**src/rtl/result_writeback.sv**
```systemverilog
// Drains one finished N1xN2 result tile per handshake into the row-major C buffer.
// Optional macro WB_RELU_EN: negative elements are written as zero.
module result_writeback #(
    parameter int N1           = 4,
    parameter int N2           = 4,
    parameter int MATRIXSIZE_W = 16,
    parameter int DATA_W       = 32,
    parameter int ADDR_W_C     = 12
) (
    input  logic                      clk,
    input  logic                      rst,
    input  logic [MATRIXSIZE_W-1:0]   M3,
    input  logic [MATRIXSIZE_W-1:0]   M3dN2,
    input  logic [MATRIXSIZE_W-1:0]   M1xM3dN1xN2,
    input  logic                      start,
    input  logic                      tile_valid,
    input  logic [N1*N2*DATA_W-1:0]   tile_data,
    output logic                      tile_ready,
    output logic                      wr_en,
    output logic [ADDR_W_C-1:0]       wr_addr,
    output logic [DATA_W-1:0]         wr_data,
    output logic                      done,
    output logic [1:0]                state_dbg_o
);

    localparam int MW = MATRIXSIZE_W;
    localparam int NE = N1 * N2;
    localparam int EW = (NE > 1) ? $clog2(NE) : 1;
    localparam int JW = (N2 > 1) ? $clog2(N2) : 1;

    typedef enum logic [1:0] {
        IDLE  = 2'd0,
        DRAIN = 2'd1,
        DONE  = 2'd2
    } state_t;

    state_t                  state_q, state_d;
    logic [NE*DATA_W-1:0]    buf_q, buf_d;
    logic [MW-1:0]           tiles_q, tiles_d;
    logic [MW-1:0]           cb_q, cb_d;
    logic [MW-1:0]           row_base_q, row_base_d;
    logic [MW-1:0]           col_base_q, col_base_d;
    logic [MW-1:0]           row_off_q, row_off_d;
    logic [EW-1:0]           e_q, e_d;
    logic [JW-1:0]           j_q, j_d;
    logic                    wr_en_q, wr_en_d;
    logic [ADDR_W_C-1:0]     wr_addr_q, wr_addr_d;
    logic [DATA_W-1:0]       wr_data_q, wr_data_d;

    logic [DATA_W-1:0]       elems [NE];

    for (genvar g = 0; g < NE; g++) begin : g_el
        assign elems[g] = buf_q[g*DATA_W +: DATA_W];
    end

    function automatic logic [DATA_W-1:0] shape(input logic [DATA_W-1:0] x);
`ifdef WB_RELU_EN
        return x[DATA_W-1] ? '0 : x;
`else
        return x;
`endif
    endfunction

    // Handshake: a tile transfers on a rising edge where tile_valid and
    // tile_ready are both high; the producer holds tile_valid/tile_data until then.
    assign tile_ready  = (state_q == IDLE);
    assign done        = (state_q == DONE);
    assign wr_en       = wr_en_q;
    assign wr_addr     = wr_addr_q;
    assign wr_data     = wr_data_q;
    assign state_dbg_o = state_q;

    always_comb begin
        state_d    = state_q;
        buf_d      = buf_q;
        tiles_d    = tiles_q;
        cb_d       = cb_q;
        row_base_d = row_base_q;
        col_base_d = col_base_q;
        row_off_d  = row_off_q;
        e_d        = e_q;
        j_d        = j_q;
        wr_en_d    = wr_en_q;
        wr_addr_d  = wr_addr_q;
        wr_data_d  = wr_data_q;

        case (state_q)
            IDLE: begin
                if (start) begin
                    tiles_d    = '0;
                    cb_d       = '0;
                    row_base_d = '0;
                    col_base_d = '0;
                    row_off_d  = '0;
                    e_d        = '0;
                    j_d        = '0;
                end else if (tiles_q == M1xM3dN1xN2) begin
                    state_d = DONE;
                end else if (tile_valid) begin
                    // Element (0,0) goes out straight from the input bus.
                    buf_d     = tile_data;
                    e_d       = '0;
                    j_d       = '0;
                    row_off_d = '0;
                    wr_en_d   = 1'b1;
                    wr_addr_d = ADDR_W_C'(row_base_q + col_base_q);
                    wr_data_d = shape(tile_data[DATA_W-1:0]);
                    state_d   = DRAIN;
                end
            end
            DRAIN: begin
                if (e_q == EW'(NE - 1)) begin
                    wr_en_d = 1'b0;
                    tiles_d = tiles_q + MW'(1);
                    if (cb_q == M3dN2 - MW'(1)) begin
                        cb_d       = '0;
                        col_base_d = '0;
                        row_base_d = row_base_q + MW'(N1) * M3;
                    end else begin
                        cb_d       = cb_q + MW'(1);
                        col_base_d = col_base_q + MW'(N2);
                    end
                    state_d = (tiles_d == M1xM3dN1xN2) ? DONE : IDLE;
                end else begin
                    e_d = e_q + EW'(1);
                    if (j_q == JW'(N2 - 1)) begin
                        j_d       = '0;
                        row_off_d = row_off_q + M3;
                    end else begin
                        j_d = j_q + JW'(1);
                    end
                    wr_addr_d = ADDR_W_C'(row_base_q + row_off_d + col_base_q + MW'(j_d));
                    wr_data_d = shape(elems[e_d]);
                end
            end
            DONE: begin
                if (start) begin
                    tiles_d    = '0;
                    cb_d       = '0;
                    row_base_d = '0;
                    col_base_d = '0;
                    row_off_d  = '0;
                    e_d        = '0;
                    j_d        = '0;
                    state_d    = IDLE;
                end
            end
            default: state_d = IDLE;
        endcase
    end

    always_ff @(posedge clk or posedge rst) begin
        if (rst) begin
            state_q    <= IDLE;
            buf_q      <= '0;
            tiles_q    <= '0;
            cb_q       <= '0;
            row_base_q <= '0;
            col_base_q <= '0;
            row_off_q  <= '0;
            e_q        <= '0;
            j_q        <= '0;
            wr_en_q    <= 1'b0;
            wr_addr_q  <= '0;
            wr_data_q  <= '0;
        end else begin
            state_q    <= state_d;
            buf_q      <= buf_d;
            tiles_q    <= tiles_d;
            cb_q       <= cb_d;
            row_base_q <= row_base_d;
            col_base_q <= col_base_d;
            row_off_q  <= row_off_d;
            e_q        <= e_d;
            j_q        <= j_d;
            wr_en_q    <= wr_en_d;
            wr_addr_q  <= wr_addr_d;
            wr_data_q  <= wr_data_d;
        end
    end

endmodule

```
**config.mk**
```make
export PLATFORM = sky130hd
export DESIGN_NAME = result_writeback
export DESIGN_NICKNAME = d
export VERILOG_FILES = /design/src/rtl/result_writeback.sv
export SDC_FILE = /design/constraint.sdc
export NUM_CORES = 1
export LEC_CHECK = 0
export ABC_AREA = 1
export CAP_MARGIN = 20
export CORE_ASPECT_RATIO = 1.2
export CORE_MARGIN = 4
export CORE_UTILIZATION = 58
export CTS_CLUSTER_SIZE = 24
export DETAILED_ROUTE_END_ITERATION = 8
export PLACE_DENSITY = 0.87
export SYNTH_ARGS = -nofsm -noshare
export SYNTH_HDL_FRONTEND = slang
export SYNTH_SLANG_ARGS = --single-unit
```
**constraint.sdc**
```tcl
create_clock -name clk -period 60.8 [get_ports clk]
set_input_delay 12.16 -clock clk [delete_from_list [all_inputs] [get_ports clk]]
set_output_delay 12.16 -clock clk [all_outputs]
set_load 0.01 [all_outputs]
```
==> metrics.txt <==
Hold EP wr_addr[5]; Num CTS Buffers 66; Fmax achieved 57.1 MHz; Remaining DRCs 0; Crit Path Category input port to flip-flop; Die ar. 0.0615 mm^2; worst hold slack 476 ps; Worst setup SP type input port; pwr/cell area 44.1 mW/mm^2; status completed; commonest non-fill, non-tap cells in the layout dfrtp_1 (628), clkdlybuf4s50_1 (608), a21oi_1 (517), nand2_1 (406), inv_1 (383); Synth Warn # 0; dpl ws 42760 ps; total power 1.84 mW; Die Width 227 um; Hold WC Path Type flip-flop to flip-flop; TritonCTS sink count 629; Critical Path AT 18010 ps; gr usage total 36.3%; Crit Path Max Fanout 90; ys async rst share 100%; commonest non-fill, non-tap cell in the layout dfrtp_1; Cells after Synth 3665; max-cap viol count 0; row count 96; clk root buf clkbuf_16; Crit. End Element flip-flop; vias in the first global route 28.8k; die span in y 271 um; I/O Pins 613; Net Count, Synth 4297; TNS Setup 0 ps; largest net degree at the start of global routing 205; dpl cells 4802; Yosys cell types 46; wirelength, routed 115000 um; minimum clock period 17520 ps; DRT antenna net count 0; period utilization 28.8%; first-pass GRT wire length 171000 um; setup bufs post-CTS 0; Leak 19.6 nW; ranking of synthesized cells by area dfrtp_1 (47%), mux2_4 (10%), a21oi_1 (7.7%), nand2_1 (4.6%), inv_1 (4.3%); Final Skew 29.0 ps; Post-synth EDFFs 0; Worst R2R Path Depth 12; Worst VDD drop 0.0322 mV; Buffers on Ports 608; Yosys reg bits 629; Final Hold Fails 0; min-delay src wr_addr[5]; CP required 61290 ps; Starting DRT DRC Count 2758; sequential fraction of the synthesis area 47.1%; initial antenna violation count 72; average wire per cell in the routed design 23.2 um; Final setup viols 0; post-CTS sizing 0; R2R Setup Slk 54840 ps; main flop type after synthesis dfrtp_1; Syn-to-layout area delta 25.0%; CP Launch Point M1xM3dN1xN2[14]; TritonRoute pass-1 iters 8; Post-Syn Area 0.0334 mm^2; Final Slew Violations 0; grt ovf 0; CTS tree yes; worst r2r src tiles_q[7]; proportion of layout cells with a drive suffix above 1 9.63%; design area 0.0418 mm^2; NumNets Final 4769; dpl hpwl 81400 um; Post-CTS Hold Fix Bufs 0; clock buffer depth 3; Clk Latency, worst-skew pair 610 ps; Slew @ Worst Pin 1210 ps; Synth Area per Inst 9.12 um^2; r2r endpoint buf_q[295]; Rel. slew slack 19.2%; fillcell total 4012; total number of vias 29.0k; htree depth 3; routed vias/inst 5.81; Clock transition at path regs 70 ps; post-layout util 73.1%; Layout Cells excl Fill 4987; leading area contributor after synthesis dfrtp_1; Initial Util 58.5%; GP Congestion 0.919; placed cell area 0.0394 mm^2; hold path depth 2; core area 0.0572 mm^2; setup ws final 43280 ps; Synth top area share 47.1%; RSZ-0062 raised after global routing false
## logic make-up after synthesis
group / synth area share, %
adders and majority gates: 2.84
other: 0.0225
DFF: 47.1
xor gates and xnor gates: 2.01
AOI/OAI and AO/OA: 14.6
muxes: 11.0
and+or+nand+nor: 14.1
buffers and inverters: 8.29
## worst max path at each step
| stage | slack [ps] | depth (start not counted) | to |
|---|---|---|---|
| 2_1_floorplan | 31020 | 1 | buf_q[0] |
| 3_3_place_gp | 42800 | 11 | buf_q[295] |
| 3_5_place_dp | 42760 | 11 | buf_q[295] |
| 4_1_cts | 43390 | 11 | buf_q[295] |
| 5_1_grt | 43000 | 11 | buf_q[379] |
| 6_report | 43280 | 11 | buf_q[295] |
## report_power, final
group | total [mW] | internal, mW | switching [mW]
Combinational | 0.731 | 0.329 | 0.402
Sequential | 0.699 | 0.605 | 0.0947
Clock | 0.411 | 0.235 | 0.177
## cells in the mapped netlist, types with 2 or more instances
cell        n
a21oi_1   517
a22o_1      2
a31oi_1     6
buf_1      12
buf_2      54
buf_4      26
buf_6      20
buf_8      12
clkbuf_1  105
conb_1      2
dfrtp_1   629
fa_1       13
ha_1       55
inv_1     385
inv_2       4
mux2_2     28
mux2_4    224
nand2_1   406
nand2_2     2
nand3_1   267
nand3b_1   10
nand4_1    34
nor2_1    370
nor3_1     14
o211ai_1  100
o21a_1      2
o21ai_0   246
o21bai_1    3
o22a_1      7
o22ai_1    17
o31ai_1     2
or2_2       8
xnor2_1    20
xnor3_1     3
xor2_1     49
## state kept, by name, summed over array words and instances, names as in the netlist, 4 cells and up
| signal | flops |
|---|---|
| col_base_q | 10 |
| row_off_q | 12 |
| cb_q | 16 |
| wr_addr | 12 |
| e_q | 4 |
| wr_data | 32 |
| buf_q | 512 |
| tiles_q | 16 |
| row_base_q | 10 |
## cell type report
| type | count | area, um^2 | area share [%] |
|---|---|---|---|
| multi-input cells | 2418 | 15000 | 35.8 |
| diodes | 66 | 165 | 0.395 |
| repair buffers | 633 | 6360 | 15.2 |
| clock inverters | 25 | 293 | 0.701 |
| flip-flops and latches | 629 | 15700 | 37.7 |
| inverters | 389 | 1470 | 3.51 |
| well taps | 735 | 920 | 2.20 |
| clock buffers | 92 | 1870 | 4.48 |
## layer usage
layer	global-route usage [%]	up-vias	share of wire (%)
li1	-	13296	-
met1	42.9	14019	36
met2	56.4	1281	46
met3	10.3	387	9.6
met4	26.5	12	8.2
met5	0	-	0.060
## worst max-delay path: stages
cell             delay [ps]
clkdlybuf4s50_1         510
xnor2_1                 140
nand4_1                 130
nor2_1                  250
nand2_2                 130
nand3_4                 660
buf_4                   750
buf_4                   840
buf_4                   960
buf_4                   860
mux2_4                  360
No activity file was read; power rests on OpenSTA's default activity.
